File: config.mk
export PLATFORM = sky130hd
export DESIGN_NAME = div_ctrl_flat
export DESIGN_NICKNAME = d
export VERILOG_FILES = /design/src/rtl/div_ctrl_pkg.sv /design/src/rtl/div_ctrl_if.sv /design/src/rtl/div_ctrl_core.sv /design/src/rtl/div_ctrl.sv /design/src/flat_wrapper.sv
export SDC_FILE = /design/constraint.sdc
export NUM_CORES = 1
export LEC_CHECK = 0
export CORE_AREA = 5 5 82 84
export CTS_CLUSTER_DIAMETER = 100
export CTS_CLUSTER_SIZE = 12
export DETAILED_ROUTE_END_ITERATION = 12
export DIE_AREA = 0 0 87 89
export DONT_BUFFER_PORTS = 1
export SKIP_LAST_GASP = 1
export SLEW_MARGIN = 40
export SYNTH_ARGS = -nofsm -noshare
export SYNTH_HDL_FRONTEND = slang
export SYNTH_SLANG_ARGS = --single-unit
export TNS_END_PERCENT = 5
File: constraint.sdc
create_clock -name clk -period 9.2 [get_ports clk]
set_clock_uncertainty 0.15 [all_clocks]
set_input_delay 0.92 -clock clk [delete_from_list [all_inputs] [get_ports clk]]
set_output_delay 0.92 -clock clk [all_outputs]
set_load 0.05 [all_outputs]
File: src/rtl/div_ctrl_pkg.sv
// div_ctrl shared types and reset defaults.
// State encoding for the controller FSM plus default ratio/duty.
package div_ctrl_pkg;

    typedef enum logic [1:0] {
        IDLE  = 2'd0,
        RUN   = 2'd1,
        DRAIN = 2'd2
    } state_t;

    localparam int DEF_DIV  = 6;
    localparam int DEF_HIGH = 3;

endpackage

File: src/rtl/div_ctrl_if.sv
// Config handshake bundle for div_ctrl.
// master offers a ratio/duty pair, slave answers with ready.
interface div_ctrl_if #(
    parameter int CW = 8
);
    logic          cfg_valid;
    logic          cfg_ready;
    logic [CW-1:0] cfg_div;
    logic [CW-1:0] cfg_high;

    modport master (
        output cfg_valid, cfg_div, cfg_high,
        input  cfg_ready
    );

    modport slave (
        input  cfg_valid, cfg_div, cfg_high,
        output cfg_ready
    );
endinterface

File: src/rtl/div_ctrl_core.sv
// Period counter, wrap detect and registered div_out.
// Next-cycle run/high come from the controller so div_out tracks cnt.
module div_ctrl_core
    import div_ctrl_pkg::*;
#(
    parameter int CW = 8
) (
    input  logic          clk,
    input  logic          reset,
    input  state_t        state,
    input  logic          run_nxt,
    input  logic [CW-1:0] act_div,
    input  logic [CW-1:0] act_high_nxt,
    output logic          wrap,
    output logic          div_out
);

    logic [CW-1:0] cnt;
    logic [CW-1:0] cnt_nxt;

    assign wrap = (state != IDLE) && (cnt == act_div - CW'(1));

    // Count while running; restart at 0 on start, wrap or stop.
    always_comb begin
        cnt_nxt = cnt + CW'(1);
        if (!run_nxt || state == IDLE || wrap) begin
            cnt_nxt = '0;
        end
    end

    // Counter and glitch-free output flop.
    always_ff @(posedge clk) begin
        if (reset) begin
            cnt     <= '0;
            div_out <= 1'b0;
        end else begin
            cnt     <= cnt_nxt;
            div_out <= run_nxt && (cnt_nxt < act_high_nxt);
        end
    end

endmodule

File: src/rtl/div_ctrl.sv
// Run-time divider controller: shadow config, boundary apply, graceful stop.
// Define DIV_CTRL_ERR_EN to reject illegal configs and expose sticky err.
module div_ctrl
    import div_ctrl_pkg::*;
#(
    parameter int CW         = 8,
    parameter int RESET_DIV  = DEF_DIV,
    parameter int RESET_HIGH = DEF_HIGH
) (
    input  logic       clk,
    input  logic       reset,
    input  logic       en,
    div_ctrl_if.slave  cfg,
    output logic       div_out,
    output logic       period_tick,
    output logic       busy,
    output logic       pending
`ifdef DIV_CTRL_ERR_EN
    ,
    output logic       err
`endif
);

    state_t        state;
    state_t        state_nxt;
    logic [CW-1:0] act_div;
    logic [CW-1:0] act_high;
    logic [CW-1:0] pend_div;
    logic [CW-1:0] pend_high;
    logic [CW-1:0] new_div;
    logic [CW-1:0] new_high;
    logic [CW-1:0] act_high_nxt;
    logic          wrap;
    logic          apply;
    logic          accept;
    logic          legal;
    logic          run_nxt;

    assign cfg.cfg_ready = !pending;
    assign accept        = cfg.cfg_valid && !pending;
    assign busy          = (state != IDLE);
    assign period_tick   = wrap;
    assign run_nxt       = (state_nxt != IDLE);
    assign act_high_nxt  = apply ? pend_high : act_high;

    // Next state and apply points: start, or any period wrap.
    always_comb begin
        state_nxt = state;
        apply     = 1'b0;
        unique case (state)
            IDLE: begin
                if (en) begin
                    state_nxt = RUN;
                    apply     = pending;
                end
            end
            RUN: begin
                if (wrap) begin
                    apply = pending;
                    if (!en) state_nxt = IDLE;
                end else if (!en) begin
                    state_nxt = DRAIN;
                end
            end
            DRAIN: begin
                apply = pending && wrap;
                if (en) state_nxt = RUN;
                else if (wrap) state_nxt = IDLE;
            end
            default: state_nxt = IDLE;
        endcase
    end

    // Legalise an offered config before it reaches the shadow.
    always_comb begin
`ifdef DIV_CTRL_ERR_EN
        new_div  = cfg.cfg_div;
        new_high = cfg.cfg_high;
        legal    = (cfg.cfg_div >= CW'(2))
                && (cfg.cfg_high >= CW'(1))
                && (cfg.cfg_high <= cfg.cfg_div - CW'(1));
`else
        legal    = 1'b1;
        new_div  = (cfg.cfg_div < CW'(2)) ? CW'(2) : cfg.cfg_div;
        new_high = cfg.cfg_high;
        if (cfg.cfg_high == '0) begin
            new_high = CW'(1);
        end else if (cfg.cfg_high > new_div - CW'(1)) begin
            new_high = new_div - CW'(1);
        end
`endif
    end

    // FSM state, active/shadow config and pending flag.
    always_ff @(posedge clk) begin
        if (reset) begin
            state     <= IDLE;
            act_div   <= CW'(RESET_DIV);
            act_high  <= CW'(RESET_HIGH);
            pend_div  <= '0;
            pend_high <= '0;
            pending   <= 1'b0;
`ifdef DIV_CTRL_ERR_EN
            err       <= 1'b0;
`endif
        end else begin
            state <= state_nxt;
            if (apply) begin
                act_div  <= pend_div;
                act_high <= pend_high;
                pending  <= 1'b0;
            end else if (accept && legal) begin
                pend_div  <= new_div;
                pend_high <= new_high;
                pending   <= 1'b1;
            end
`ifdef DIV_CTRL_ERR_EN
            if (accept && !legal) err <= 1'b1;
`endif
        end
    end

    div_ctrl_core #(.CW(CW)) u_core (
        .clk          (clk),
        .reset        (reset),
        .state        (state),
        .run_nxt      (run_nxt),
        .act_div      (act_div),
        .act_high_nxt (act_high_nxt),
        .wrap         (wrap),
        .div_out      (div_out)
    );

endmodule
File: src/flat_wrapper.sv
// flat-port wrapper written by rule: the top's interface ports become plain ports
module div_ctrl_flat import div_ctrl_pkg::*;
#(
    parameter int CW         = 8,
    parameter int RESET_DIV  = DEF_DIV,
    parameter int RESET_HIGH = DEF_HIGH
)
  (clk, reset, en, div_out, period_tick, busy, pending, cfg_cfg_valid, cfg_cfg_div, cfg_cfg_high, cfg_cfg_ready);
  div_ctrl_if #(.CW(CW)) cfg_i ();
  input  logic clk;
  input  logic reset;
  input  logic en;
  output logic div_out;
  output logic period_tick;
  output logic busy;
  output logic pending;
  input wire logic [$bits(cfg_i.cfg_valid)-1:0] cfg_cfg_valid;
  input wire logic [$bits(cfg_i.cfg_div)-1:0] cfg_cfg_div;
  input wire logic [$bits(cfg_i.cfg_high)-1:0] cfg_cfg_high;
  output wire logic [$bits(cfg_i.cfg_ready)-1:0] cfg_cfg_ready;
  assign cfg_i.cfg_valid = cfg_cfg_valid;
  assign cfg_i.cfg_div = cfg_cfg_div;
  assign cfg_i.cfg_high = cfg_cfg_high;
  assign cfg_cfg_ready = cfg_i.cfg_ready;
  div_ctrl #(.CW(CW), .RESET_DIV(RESET_DIV), .RESET_HIGH(RESET_HIGH)) u_core (.clk(clk), .reset(reset), .en(en), .cfg(cfg_i), .div_out(div_out), .period_tick(period_tick), .busy(busy), .pending(pending));
endmodule
**Word-level counts from Yosys, hierarchy flattened**

Cells that the tools add are included.
W data, S select, Z words.

- Register bits: 44
- Bits in latches: 0
- Memory bits (writable): 0
- ROM bits: 0
- Input bits: 20
- Output and inout bits: 5
- Word-level logic and storage cells: 47
- Memories: 0

- Add/sub/neg operators: 3
- $mul: 0
- Divide/modulo/power cells: 0
- $lt $le $gt $ge: 3
- Equal/unequal tests: 3
- Shift-type cells: 0
- Mux-type cells: 15
- Bitwise gates (word level): 1
- Reduce and logical (&&, ||, !) cells: 14

Operator list:

| cell | number |
|---|---|
| $mux W8 | 5 |
| $sub A8 B1 Y8 const B | 2 |
| $mux W2 | 6 |
| $add A8 B1 Y8 const B | 1 |
| $eq A8 B8 Y1 | 1 |
| $gt A8 B8 Y1 | 1 |
| $logic_not A8 Y1 | 1 |
| $lt A8 B2 Y1 const B | 1 |
| $lt A8 B8 Y1 | 1 |
| $pmux W2 S3 | 1 |
| $logic_and A1 B1 Y1 | 4 |
| $reduce_bool A2 Y1 | 2 |
| $pmux W1 S3 | 1 |
| $eq A2 B1 Y1 const B | 1 |
| $eq A2 B2 Y1 const B | 1 |
| $logic_not A1 Y1 | 2 |
| $logic_not A2 Y1 | 1 |
| $logic_or A1 B1 Y1 | 2 |
| $mux W1 | 2 |
| $reduce_and A2 Y1 | 1 |
| $reduce_or A2 Y1 | 1 |
| $not A1 Y1 | 1 |

**Logic depth before layout (Yosys ltp)**

Gate-level depths: netlist of run 1.

- Depth in word-level cells: 13
- Gate-level depth with buffers: 17

**Modules after synthesis**

From an unflattened synthesis of run 1, not the netlist that was laid out.

- Cell total of the unflattened synthesis: 290
- Area, all modules: 2508.7 µm²

By module, submodules not included:

| module | instances | cells an instance | area an instance (µm²) | seq. area each (µm²) |
|---|---|---|---|---|
| div_ctrl | 1 | 189 | 1717.9 | 700.7 |
| div_ctrl_core | 1 | 101 | 790.8 | 180.2 |

**Least setup slack after synthesis of run 1**

OpenSTA, ideal clock, no wires.

- Path type: input to register
- Start: input cfg_cfg_div[4]
- End: register u_core.pend_high[7]
- Library setup time: 0.117 ns
- Arrival time: 4.228 ns
- Required time: 8.933 ns
- Slack: 4.704 ns
- Stages: 14
- Path buffers: 0
- Cells stage by stage: or3_1 > nor4_1 > inv_1 > o21ai_0 > ha_1 > nor3b_1 > xnor2_1 > ha_1 > nand3_1 > nor3_1 > nor2_1 > a21boi_1 > or3_1 > a32o_1

- Cells in the longest elaborated chain, start to end: 6

RTL lines:

| element | line | RTL |
|---|---|---|
| from (decl) | flat_wrapper.sv:18 | `input wire logic [$bits(cfg_i.cfg_div)-1:0] cfg_cfg_div;` |
| $lt A8 B2 Y1 | div_ctrl.sv:84 | `new_div = (cfg.cfg_div < CW'(2)) ? CW'(2) : cfg.cfg_div;` |
| $mux W8 * | div_ctrl.sv:84 |  |
| $sub A8 B1 Y8 * | div_ctrl.sv:88, div_ctrl.sv:89 |  |
| $gt A8 B8 Y1 | div_ctrl.sv:88 | `end else if (cfg.cfg_high > new_div - CW'(1)) begin` |
| $mux W8 * | div_ctrl.sv:88 |  |
| $mux W8 * | div_ctrl.sv:86 | `if (cfg.cfg_high == '0) begin` |
| to (signal assigned) | div_ctrl.sv:114 | `pend_high <= new_high;` |
| to (decl) | div_ctrl.sv:29 | `logic [CW-1:0] pend_high;` |

Every way passes the cells marked *; elsewhere a longest branch is shown, timed or not.
A chain may end at the register's enable or synchronous reset.

**Worst setup path in the final report of run 1**

Same ends and word-level chain as after synthesis.

==> impl.org, run 1 <==
** Outcome
- The run finished with clean final reports.

** Finish
- Leaving out fill and tap cells, the most frequent cell in the layout is sky130_fd_sc_hd__nor2_1.
- Fin area :: 0.00273 mm2
- Compared with the post-synthesis result, the final layout area differs by 6.40%.
- At the end of the flow, the number of nets in the layout was 345.
- After the flow finishes, the layout carries non-filler instances totaling 383.
- ANT cells :: 0
- Fraction of layout instances using a drive strength above 1 :: 5.19%
- The top cell types in the final layout, fill and taps aside, are sky130_fd_sc_hd__nor2_1 (58), sky130_fd_sc_hd__dfxtp_1 (44), sky130_fd_sc_hd__nand2_1 (26), sky130_fd_sc_hd__ha_1 (18), sky130_fd_sc_hd__a21oi_1 (17).

** GRT
- First-pass GRT wire length :: 9520 um
- Via count of the first global-routing pass :: 2011
- Overflow left after global routing :: 0
- Pin count of the biggest net entering global routing :: 35
- The initial antenna violation count came to 0.
- Total routing usage reported by global routing :: 15.4%

** Synthesis
- The synthesized design contains 0 enable-type register cells.
- Of the synthesized area, sequential elements account for 34.4%.
- Syn_area_per_cell :: 8.27 um2
- Fraction of registers with async set/reset :: 0%
- The most used flip-flop cell after synthesis is sky130_fd_sc_hd__dfxtp_1.
- The mapped netlist covers 0.00256 mm2.
- Distinct cells, synth :: 50
- Count of mapped cells out of synthesis :: 310
- Total number of yosys warnings :: 0
- Counting flops and latches in the post-synthesis netlist gives 44.
- Net count of the mapped netlist :: 348

** Floorplanning
- 25 I/O pins were placed.
- In this run the horizontal extent of the chip is 87 um.
- The die covers 0.00774 mm2.
- Row generation in the floorplan step produced 28 rows.
- Measured along the y axis, the die boundary spans 89 um.
- Core ar. :: 0.00585 mm2
- Starting Density :: 43.8%

** Hold path
- The worst hold path terminates at u_core.pend_div[6]$_SDFFE_PP0P_.
- Class of the tightest hold or removal check :: flop to flop
- The worst hold path was traced through 2 stages.
- The worst hold path begins at u_core.pend_div[6]$_SDFFE_PP0P_.

** Pwr
- VDD sags by at most 0.0907 mV.
- P_int :: 309 uW
- PnR Total Power :: 430 uW
- Leakage power figure :: 1.13 nW
- Proportion of power drawn by flip-flops and latches :: 48.9%
- P_sw :: 121 uW
- Of the total power, the share spent switching nets is 28.2%.
- Clk pwr share :: 36.9%
- Combinational logic burns 14.2% of the power.
- Power density over cell area :: 158 mW/mm2

** STA
- Dividing the final minimum period by the clock period gives 51.8%.
- Post-route setup TNS :: 0 ns
- Final min period :: 4.77 ns
- At the pin with the least slew margin, the transition time is 0.685 ns.
- Setup repair after global routing left no endpoint under its margin.
- Maximum clock frequency :: 210 MHz
- Headroom to the max-slew limit came out at 54.2%.
- Max Slew Vio Count :: 0
- Final setup violation count :: 0
- Final hold viol count :: 0

** Worst setup path
- R2R Path End :: u_core.u_core.div_out$_SDFF_PP0_
- The critical path is of the input port to flop type.
- Critical Path Sink Type :: flop
- Startpoint class of the critical path :: input port
- Register-to-Register Path Depth :: 15
- Setup slack on the worst reg-to-reg path comes out at 5.54 ns.
- Highest fanout seen on the critical path :: 10
- Arrival @ worst endpoint :: 4.82 ns
- At the worst endpoint, the required time is 9.25 ns.
- In this run the critical register-to-register path is launched from u_core.act_div[0]$_SDFFE_PP0N_.

** Route
- Average detailed-routed wire length per instance :: 14.4 um
- Count of antenna-violating nets left after detailed routing :: 0
- The routed design has 5500 um of wire.
- In this run, the number of DRC markers left after iteration 0 of detailed routing was 41.
- For this run, design rule violations remaining after detail routing come to 0.
- Dividing the detail-routed via count by the number of cells gives 5.43.
- Before antenna repair, the detailed router went through 4 iterations.
- Vias after detailed routing :: 2079

** Clock tree
- After clock tree synthesis, the setup repair step added 0 buffers.
- Cell at the root of the clock tree :: sky130_fd_sc_hd__clkbuf_8
- In this run, CTS created clock tree buffers numbering 5.
- After clock tree synthesis, the repair step resized 0 gates.
- The H-tree generated during clock tree synthesis spans 2 levels.
- Number of hold buffers added after CTS :: 0
- The longest clock path from root to sink contains 2 buffers.
- After clock tree synthesis, the clock-pin slew on the worst setup and hold paths is 0.09 ns.
- Worst skew pair latency :: 0.30 ns
- TritonCTS built the clock tree.
- Clock sink count :: 44

** Placement
- Placement Cell Area :: 0.00261 mm2
- Input/output buffers :: 0
- Placed Cells incl. Taps :: 375
- Once detailed placement completed, the half-perimeter wirelength came to 4350 um.
- Routability-driven placement finished with a final weighted congestion of 0.893.

** Flow run
- Number of max-cap violations :: 0
## worst max-delay path, cell delays in order
cell and delay (ns):
sky130_fd_sc_hd__or3_1 0.39, sky130_fd_sc_hd__nor4_1 0.47, sky130_fd_sc_hd__inv_1 0.08, sky130_fd_sc_hd__o21ai_0 0.37
sky130_fd_sc_hd__ha_1 0.28, sky130_fd_sc_hd__nor3b_1 0.30, sky130_fd_sc_hd__xnor2_1 0.17, sky130_fd_sc_hd__ha_1 0.32
sky130_fd_sc_hd__nand3_1 0.12, sky130_fd_sc_hd__nor3_1 0.38, sky130_fd_sc_hd__nor2_1 0.16, sky130_fd_sc_hd__a21boi_1 0.24
sky130_fd_sc_hd__or3_1 0.35, sky130_fd_sc_hd__a32o_1 0.25
## synthesized netlist by cell type, types with 2 or more instances
cell type | instances | share of area [%]
sky130_fd_sc_hd__nor3b_1 | 2 | 0.59
sky130_fd_sc_hd__nand2_1 | 26 | 3.8
sky130_fd_sc_hd__mux2i_1 | 14 | 5.5
sky130_fd_sc_hd__o21a_1 | 2 | 0.59
sky130_fd_sc_hd__a21oi_1 | 17 | 3.3
sky130_fd_sc_hd__a32o_1 | 6 | 2.3
sky130_fd_sc_hd__a211o_1 | 2 | 0.68
sky130_fd_sc_hd__nor2b_1 | 3 | 0.73
sky130_fd_sc_hd__o21ai_0 | 7 | 1.4
sky130_fd_sc_hd__buf_2 | 2 | 0.39
sky130_fd_sc_hd__nand3b_1 | 2 | 0.59
sky130_fd_sc_hd__nor3_1 | 6 | 1.2
sky130_fd_sc_hd__a21o_1 | 2 | 0.59
sky130_fd_sc_hd__ha_1 | 18 | 8.8
sky130_fd_sc_hd__and3_1 | 2 | 0.49
sky130_fd_sc_hd__xnor2_1 | 13 | 4.4
sky130_fd_sc_hd__nand2b_1 | 2 | 0.49
sky130_fd_sc_hd__a211oi_1 | 3 | 0.88
sky130_fd_sc_hd__or3_1 | 11 | 2.7
sky130_fd_sc_hd__xor2_1 | 9 | 3.1
sky130_fd_sc_hd__nand4_1 | 2 | 0.49
sky130_fd_sc_hd__dfxtp_1 | 44 | 34
sky130_fd_sc_hd__inv_1 | 11 | 1.6
sky130_fd_sc_hd__nor4_1 | 4 | 0.98
sky130_fd_sc_hd__clkbuf_1 | 6 | 0.88
sky130_fd_sc_hd__nor2_1 | 58 | 8.5
sky130_fd_sc_hd__o211ai_1 | 2 | 0.59
sky130_fd_sc_hd__nand3_1 | 12 | 2.3
## area by class of cell
| type | count | area, um2 |
|---|---|---|
| Inverter | 11 | 41.3 |
| Tap cell | 75 | 93.8 |
| Timing Repair Buffer | 1 | 7.51 |
| Sequential cell | 44 | 881 |
| Fill cell | 603 | 3120 |
| Clock buffer | 5 | 68.8 |
| Clock inverter | 3 | 50.0 |
| Multi-Input combinational cell | 244 | 1580 |
## state kept, by name, summed over array words and instances, names as in the netlist
signal / cells
u_core.act_high: 8
u_core.state: 2
u_core.u_core.cnt: 8
u_core.u_core.div_out: 1
u_core.pend_high: 8
u_core.act_div: 8
u_core.pending: 1
u_core.pend_div: 8
## how the worst max path moves through the flow
| stage | startpoint | to | cells past startpoint |
|---|---|---|---|
| 5_1_grt | cfg_cfg_div[4] | u_core.pend_high[7]$_SDFFE_PP0P_ | 14 |
| 3_5_place_dp | cfg_cfg_div[4] | u_core.pend_high[7]$_SDFFE_PP0P_ | 14 |
| 2_1_floorplan | cfg_cfg_div[4] | u_core.pend_high[7]$_SDFFE_PP0P_ | 14 |
| 3_3_place_gp | cfg_cfg_div[4] | u_core.pend_high[7]$_SDFFE_PP0P_ | 14 |
| 6_report | cfg_cfg_div[4] | u_core.pend_high[7]$_SDFFE_PP0P_ | 14 |
| 4_1_cts | cfg_cfg_div[4] | u_core.pend_high[7]$_SDFFE_PP0P_ | 14 |
## logic make-up after synthesis
family                   after synthesis  synth area share, %
buffers and inverters                 22                 3.81
XOR/XNOR                              22                 7.52
multiplexers                          14                 5.47
flip-flops                            44                 34.4
AO/OA/AOI/OAI                         54                 14.9
AND/OR/NAND/NOR                      136                 25.1
adder cells (fa/ha/maj)               18                 8.79
## per-stage QoR
step / worst slack [ns] / utilization, % / hold WS, ns
finish: 4.43 / 46.6 / 0.308
global route: 4.05 / 46.6 / 0.331
CTS: 4.46 / 46.6 / 0.307
detailed placement: 4.17 / 44.6 / 0.295
global placement: 4.34 / 44.6 / 0.292
floorplan: 4.70 / - / 0.286
## power by group through the flow
stage | Combinational [mW] | Sequential (mW) | Clock, mW
after floorplan | 0.0534 | 0.212 | 0
after global placement | 0.0605 | 0.214 | 0
after detailed placement | 0.0610 | 0.215 | 0
after CTS | 0.0614 | 0.210 | 0.163
after global routing | 0.0692 | 0.212 | 0.172
final | 0.0608 | 0.210 | 0.158
## per-layer routing
metal | track usage (%) | wire (um) | vias to the layer above | share of wire [%]
met4 | 6.09 | 122 | 0 | 2.2
met1 | 20.8 | 2760 | 931 | 50
li1 | - | - | 1091 | -
met2 | 23.5 | 2310 | 45 | 42
met3 | 4.06 | 307 | 12 | 5.6
met5 | 0 | 0 | - | 0
Note: power is estimated with default switching activity, not from simulation.
==> inputs of run 2 (changes only) <==
clock period = 4.1 ns   (was 9.2 ns; I/O delays follow)
==> run 2 against run 1 <==
  * Core utilization up 0.11 points
  * Sequential cell count did not move
  * Register-to-register slack got worse by 5.2 ns
  * Non-clock buffer count is 4 higher
  * Largest power group unchanged
  * Clock-buffer cell count stayed put
  * Total power rose by 110%
  * Sequential power is 120% higher
  * Critical path type is now flop to flop
  * Combinational power grew 130%
==> impl.org, run 2 (synthesis results as in run 1) <==
** STA
- Setup repair after global routing missed its margin: no (unchanged).
- Post-layout worst setup margin :: 0.388 ns (was 4.43 ns)
- The setup total negative slack is 0 ns (unchanged).
- The max-slew violation count came to 0 (unchanged).
- Maximum clock frequency :: 269 MHz
- The setup violation total in the final timing report came to 0 (unchanged).
- The transition time of the tightest slew-check pin came to 0.689 ns (was 0.685 ns).
- The worst path uses 90.5% of the clock period.
- After layout, the minimum clock period comes to 3.71 ns.
- The count of final hold-check violations came to 0 (unchanged).
- The worst slew margin relative to its limit was 54.0% (was 54.2%).

** Floorplanning
- The core box area is 0.00585 mm2 (unchanged).
- Row count :: 28 (unchanged)
- The number of I/O pins came to 25 (unchanged).
- The vertical die dimension is 89 um (unchanged).
- The die outline area is 0.00774 mm2 (unchanged).
- Starting Density :: 43.8% (unchanged)
- Floorplan die width :: 87 um (unchanged)

** Worst setup path
- R2R Path End :: u_core.u_core.div_out$_SDFF_PP0_ (unchanged)
- The category of the worst setup path launch point is a flop (was input port).
- The beginning of the worst register-to-register path is u_core.act_div[0]$_SDFFE_PP0N_ (unchanged).
- Worst setup path startpoint :: u_core.act_div[0]$_SDFFE_PP0N_ (was cfg_cfg_div[4])
- Worst endpoint required time :: 4.19 ns (was 9.25 ns)
- CP endpoint :: u_core.u_core.div_out$_SDFF_PP0_ (was u_core.pend_high[7]$_SDFFE_PP0P_)
- The capturing element type of the critical path is a flop (unchanged).
- Kind of critical path :: flop to flop (was input port to flop)
- Worst setup slack for register-to-register paths :: 0.39 ns (was 5.54 ns)
- The top fanout value on the critical path was 21 (was 10).
- Register-to-Register Path Depth :: 14 (was 15)
- The data arrival time at the worst-slack endpoint is 3.80 ns (was 4.82 ns).

** Finish
- Final-layout fill cell count :: 581 (was 603)
- The layout overhead on the synthesized area was 6.64% (was 6.40%).
- The fraction of final layout cells with drive strength greater than 1 is 6.73% (was 5.19%).
- Register Area :: 881 um2 (unchanged)
- The count of non-filler cells in the finished layout was 387 (was 383).
- Final design utilization :: 46.7% (was 46.6%)
- ANT cells :: 0 (unchanged)
- Most frequent cells in the layout :: sky130_fd_sc_hd__nor2_1 (57), sky130_fd_sc_hd__dfxtp_1 (44), sky130_fd_sc_hd__nand2_1 (26), sky130_fd_sc_hd__ha_1 (18), sky130_fd_sc_hd__a21oi_1 (17) (was sky130_fd_sc_hd__nor2_1 (58), sky130_fd_sc_hd__dfxtp_1 (44), sky130_fd_sc_hd__nand2_1 (26), sky130_fd_sc_hd__ha_1 (18), sky130_fd_sc_hd__a21oi_1 (17))
- Leading cell type in the layout, fill and taps excluded :: sky130_fd_sc_hd__nor2_1 (unchanged)
- The layout net count was 349 (was 345).
- The multi-input gate area in the final layout was 0.00159 mm2 (was 0.00158 mm2).

** Clock tree
- Clk buf depth :: 2 (unchanged)
- Clock sink count :: 44 (unchanged)
- Maximum level of the CTS H-tree :: 2 (unchanged)
- The number of buffers inserted by post-CTS setup repair is 0 (unchanged).
- The cell at the root of the clock tree is sky130_fd_sc_hd__clkbuf_8 (unchanged).
- Number of CTS-inserted buffers :: 5 (unchanged)
- Reg clk slew, reported paths :: 0.09 ns (about the same)
- CTS tree :: done (unchanged)
- Worst skew pair latency :: 0.30 ns (about the same)

** Route
- The number of vias in the routed layout came to 2095 (was 2079).
- DRT iter0 DRCs :: 102 (was 41)
- Pre-antenna DRT Iters :: 4 (unchanged)
- Via/cell ratio :: 5.41 (was 5.43)
- The number of nets with antenna violations after routing came to 0 (unchanged).
- Average detailed-routed wire length per instance :: 14.8 um (was 14.4 um)
- Overall routed net length :: 5730 um (was 5500 um)
- Number of remaining DRC errors :: 0 (unchanged)

** Hold path
- The worst min-delay path category was input port to flop (was flop to flop).
- Worst hold path startpoint :: en (was u_core.pend_div[6]$_SDFFE_PP0P_)
- Worst Hold Depth :: 1 (was 2)

** GRT
- Initial antenna violation count :: 0 (unchanged)
- The number of global-route vias before repair was 2116 (was 2011).
- The global-route wire length before repair came to 9830 um (was 9520 um).
- The overall global routing resource usage is 15.9% (was 15.4%).
- The pin count of the biggest net entering global routing was 35 (unchanged).
- The leftover overflow at the end of global routing was 0 (unchanged).

** Pwr
- Power density over cell area :: 326 mW/mm2 (was 158 mW/mm2)
- The maximum vdd drop came to 0.137 mV (was 0.0907 mV).
- The leakage dissipation was 1.13 nW (about the same).
- The post-layout total power is 891 uW (was 430 uW).

** Flow run
- The reported max-cap violation count is 0 (unchanged).

** Placement
- Placed Cells incl. Taps :: 379 (was 375)
- The count of input and output buffers came to 0 (unchanged).
- The worst setup slack after placement was 0.0658 ns (was 4.17 ns).
- Routability congestion estimate from global placement :: 0.851 (was 0.893)
- The detailed placer's ending HPWL came to 4440 um (was 4350 um).

** Outcome
- Result of the run :: completed (unchanged)
[run 2: cell types whose count changed in the layout (fill, tap and decap cells not counted), sizes merged]
cell and delta:
clkinv +1, inv -2, clkinvlp +2, bufinv -1, buf +4
[run 2: layout make-up]
class | instances | area share, %
Multi-Input combinational cell | 244 | 58.1
Sequential cell | 44 | 32.2
Tap cell | 75 | 3.43
Clock buffer | 5 | 2.52
Inverter | 11 | 1.51
Timing Repair Buffer | 5 | 1.37
Clock inverter | 3 | 0.870
[run 2: critical path: stages, from the launching register on]
cell and delay [ns]:
sky130_fd_sc_hd__dfxtp_1 0.47, sky130_fd_sc_hd__inv_1 0.08, sky130_fd_sc_hd__ha_1 0.30, sky130_fd_sc_hd__xnor2_1 0.20, sky130_fd_sc_hd__a221oi_1 0.09, sky130_fd_sc_hd__o211ai_1 0.43
sky130_fd_sc_hd__o31a_2 0.62, sky130_fd_sc_hd__mux2i_1 0.32, sky130_fd_sc_hd__ha_1 0.28, sky130_fd_sc_hd__a21oi_1 0.13, sky130_fd_sc_hd__nor2b_1 0.06, sky130_fd_sc_hd__o21ai_0 0.13
sky130_fd_sc_hd__nand2_1 0.09, sky130_fd_sc_hd__a211oi_1 0.17, sky130_fd_sc_hd__a31o_1 0.13
[run 2: how the worst min path moves through the flow]
| stage | to | slack, ns |
|---|---|---|
| after floorplan | u_core.pend_div[3]$_SDFFE_PP0P_ | 0.29 |
| after global placement | u_core.pend_div[7]$_SDFFE_PP0P_ | 0.29 |
| after detailed placement | u_core.pend_div[7]$_SDFFE_PP0P_ | 0.29 |
| after CTS | u_core.pend_div[6]$_SDFFE_PP0P_ | 0.01 |
| after global routing | u_core.act_div[7]$_SDFFE_PP0N_ | 0.01 |
| final | u_core.state[1]$_SDFF_PP0_ | 0.03 |
[run 2: power by group]
group	internal [mW]	switching [mW]
Sequential	0.448	0.0239
Clock	0.121	0.157
Combinational	0.0588	0.0829
[run 2: layer usage]
metal | vias to the layer above | wire length [um] | global-route usage [%]
li1 | 1087 | - | -
met1 | 953 | 2760 | 20.5
met2 | 49 | 2600 | 26.7
met3 | 6 | 341 | 3.59
met4 | 0 | 33 | 3.97
met5 | - | 0 | 0
[run 2: per-stage QoR]
| stage | hold WS, ns | instance area (um2) |
|---|---|---|
| 3_5_place_dp | 0.293 | 2640 |
| 2_1_floorplan | 0.286 | 2560 |
| 4_1_cts | 0.0111 | 2730 |
| 5_1_grt | 0.0104 | 2730 |
| 3_3_place_gp | 0.288 | 2640 |
| 6_report | 0.0290 | 2730 |
[run 2: repair_timing]
item,in CTS,in global routing
resized for setup,0,1
hold buffers,0,0
setup endpoints to repair,0,1
==> inputs of run 3 (changes only) <==
CORE_AREA = 2 2 79 81   (was 5 5 82 84)
DIE_AREA = 0 0 81 83   (was 0 0 87 89)
==> run 3 against run 2 <==
  * Sequential share of layout area fell by 0.23 points
  * Combinational power barely moved
  * Die area fell by 13%
  * First-iteration DRC count fell by 34%
  * Worst hold slack got worse by 0.0072 ns
  * Largest power group unchanged
  * Sequential power barely moved
  * Clock-buffer cell count did not move
==> impl.org, run 3 (synthesis results as in run 1) <==
** Floorplanning
- Starting Density :: 44.1% (was 43.8%)
- The die outline area was 0.00672 mm2 (was 0.00774 mm2).
- The core box area was 0.00582 mm2 (was 0.00585 mm2).
- Row count :: 28 (unchanged)
- Vert. Die Dim :: 83 um (was 89 um)
- The number of I/O pins is 25 (unchanged).
- Floorplan die width :: 81 um (was 87 um)

** Finish
- The final standard cell utilization of the core is 47.3% (was 46.7%).
- The fraction of final layout cells with drive strength greater than 1 was 6.41% (was 6.73%).
- The diode insertion count for antenna repair is 0 (unchanged).
- Most frequent cells in the layout: sky130_fd_sc_hd__nor2_1 (58), sky130_fd_sc_hd__dfxtp_1 (44), sky130_fd_sc_hd__nand2_1 (26), sky130_fd_sc_hd__ha_1 (18), sky130_fd_sc_hd__a21oi_1 (17) (was sky130_fd_sc_hd__nor2_1 (57), sky130_fd_sc_hd__dfxtp_1 (44), sky130_fd_sc_hd__nand2_1 (26), sky130_fd_sc_hd__ha_1 (18), sky130_fd_sc_hd__a21oi_1 (17)).
- Leading cell type in the layout, fill and taps excluded :: sky130_fd_sc_hd__nor2_1 (unchanged)
- Post-synthesis to final-layout area growth :: 7.42% (was 6.64%)
- The layout net count was 349 (unchanged).
- Fin area :: 0.00275 mm2 (was 0.00273 mm2)

** Route
- Count of antenna-violating nets left after detailed routing :: 0 (unchanged)
- Average detailed-routed wire length per instance :: 13.9 um (was 14.8 um)
- Overall routed net length :: 5390 um (was 5730 um)
- The number of vias in the routed layout is 2084 (was 2095).
- The number of remaining DRC errors is 0 (unchanged).
- The DRC marker count from the first detailed-route iteration was 67 (was 102).
- Via/cell ratio :: 5.39 (was 5.41)
- The first-pass iteration count of the detailed router came to 4 (unchanged).

** GRT
- The overall global routing resource usage is 17.6% (was 15.9%).
- First-pass GRT wire length :: 9510 um (was 9830 um)
- The initial antenna violation count was 0 (unchanged).
- Pin count of the biggest net entering global routing :: 35 (unchanged)
- The number of global-route vias before repair is 2066 (was 2116).
- Overflow left after global routing :: 0 (unchanged)

** STA
- Post-route setup TNS :: 0 ns (unchanged)
- The setup violation total in the final timing report came to 0 (unchanged).
- The timing-limited maximum frequency is 270 MHz (was 269 MHz).
- Period utilization :: 90.2% (was 90.5%)
- Post-layout worst setup margin :: 0.403 ns (was 0.388 ns)
- Setup repair after global routing missed its margin: no (unchanged).
- The transition time of the tightest slew-check pin came to 0.702 ns (was 0.689 ns).
- Final min period :: 3.70 ns (was 3.71 ns)
- The worst slew margin relative to its limit came to 53.1% (was 54.0%).
- Max Slew Vio Count :: 0 (unchanged)
- The count of final hold-check violations was 0 (unchanged).

** Clock tree
- The H-tree depth was 2 (unchanged).
- Number of buffers inserted to repair setup after CTS :: 0 (unchanged)
- The clock latency on the worst-skew pair was 0.30 ns (about the same).
- The clock sink total came to 44 (unchanged).
- CTS tree :: done (unchanged)
- The number of buffers added to fix hold violations after cts is 0 (unchanged).
- The cell at the root of the clock tree was sky130_fd_sc_hd__clkbuf_8 (unchanged).
- Clk buf depth :: 2 (unchanged)
- The clock-pin slew reported for the worst setup and hold paths after clock tree synthesis is 0.09 ns (about the same).
- The number of buffers added by the clock tree synthesis step came to 5 (unchanged).
- The post-cts repair resize count came to 0 (unchanged).

** Worst setup path
- Cell-by-cell trace of the critical path :: or3_1 > nor4_1 > inv_1 > o21ai_0 > ha_1 > nor3b_1 > xnor2_1 > ha_1 > nand3_1 > nor3_1 > nor2_1 > a21boi_1 > or3_1 > a32o_1 (was inv_1 > ha_1 > xnor2_1 > a221oi_1 > o211ai_1 > o31a_2 > mux2i_1 > ha_1 > a21oi_1 > nor2b_1 > o21ai_0 > nand2_1 > a211oi_1 > a31o_1)
- The beginning of the worst register-to-register path is u_core.act_div[0]$_SDFFE_PP0N_ (unchanged).
- The setup slack of the worst register-to-register path is 0.57 ns (was 0.39 ns).
- Worst endpoint required time :: 4.15 ns (was 4.19 ns)
- Critical Path Sink Type :: flop (unchanged)
- The delay of the slowest cell on the worst path was 0.40 ns (was 0.62 ns).
- The origin of the worst setup path is cfg_cfg_div[4] (was u_core.act_div[0]$_SDFFE_PP0N_).
- Highest fanout seen on the critical path :: 10 (was 21)
- The cell type of the slowest stage on the worst timing path was sky130_fd_sc_hd__or3_1 (was sky130_fd_sc_hd__o31a_2).
- Kind of critical path :: input port to flop (was flop to flop)
- Arrival @ worst endpoint :: 3.75 ns (was 3.80 ns)
- Startpoint class of the critical path :: input port (was flop)

** Pwr
- The maximum vdd drop is 0.160 mV (was 0.137 mV).
- Leakage power figure :: 1.14 nW (was 1.13 nW)
- The cell area power density is 345 mW/mm2 (was 326 mW/mm2).

** Hold path
- Worst hold path startpoint :: en (unchanged)
- The worst min-delay path category is input port to flop (unchanged).

** Placement
- The worst setup slack after placement came to 0.117 ns (was 0.0658 ns).
- The global placement routability congestion is 0.863 (was 0.851).
- The detailed placer's ending HPWL came to 4300 um (was 4440 um).
- The placed instance area came to 0.00264 mm2 (unchanged).
- The count of input and output buffers is 0 (unchanged).

** Outcome
- Result of the run: completed (unchanged).

** Flow run
- Number of max-cap violations :: 0 (unchanged)
[run 3: cell count changes in the layout (fill, tap and decap cells not counted)]
cell,delta
sky130_fd_sc_hd__bufinv_16,+1
sky130_fd_sc_hd__clkinv_4,-1
sky130_fd_sc_hd__clkinvlp_4,-1
sky130_fd_sc_hd__inv_6,+1
sky130_fd_sc_hd__nor2_1,+1
sky130_fd_sc_hd__nor2_2,-1
[run 3: final timing paths]
| check | end | cells past startpoint |
|---|---|---|
| max | u_core.pend_high[7]$_SDFFE_PP0P_ | 14 |
| min | u_core.state[1]$_SDFF_PP0_ | 1 |
| min reg2reg | u_core.pend_div[6]$_SDFFE_PP0P_ | 2 |
| max reg2reg | u_core.u_core.div_out$_SDFF_PP0_ | 15 |
[run 3: per-layer routing]
layer | vias to the layer above | track usage [%] | routed length (um)
met5 | - | 0 | 0
met4 | 0 | 6.47 | 80
met3 | 7 | 4.02 | 237
met2 | 37 | 27.5 | 2380
met1 | 939 | 23.6 | 2690
li1 | 1101 | - | -
[run 3: report_power, final]
part	total (mW)	leakage, nW	internal, mW	switching, mW
Sequential	0.472	0.359	0.448	0.0242
Clock	0.339	0.0548	0.184	0.155
Combinational	0.140	0.729	0.0588	0.0810
Total	0.950	1.14	0.690	0.260
[run 3: stage by stage]
step | power [mW] | hold WS [ns] | std cells
CTS | 0.960 | 0.0113 | 387
global placement | 0.620 | 0.289 | 379
detailed placement | 0.622 | 0.293 | 379
floorplan | 0.596 | 0.286 | 310
global route | 1.00 | 0.00168 | 387
finish | 0.950 | 0.0218 | 387
[run 3: layout make-up]
type,count,area [um2]
clock inverter,3,46.3
sequential,44,881
timing repair buffer,5,37.5
multi-input combinational,244,1580
fill,600,3060
tap,75,93.8
inverter,11,41.3
clock buffer,5,68.8
[run 3: worst max-delay path, delay by kind of cell]
| kind | cells | cell delay [ns] |
|---|---|---|
| xor+xnor | 1 | 0.17 |
| simple gates | 7 | 1.84 |
| compound gates | 3 | 0.69 |
| fa+ha+maj | 2 | 0.56 |
| buf+inv | 1 | 0.07 |
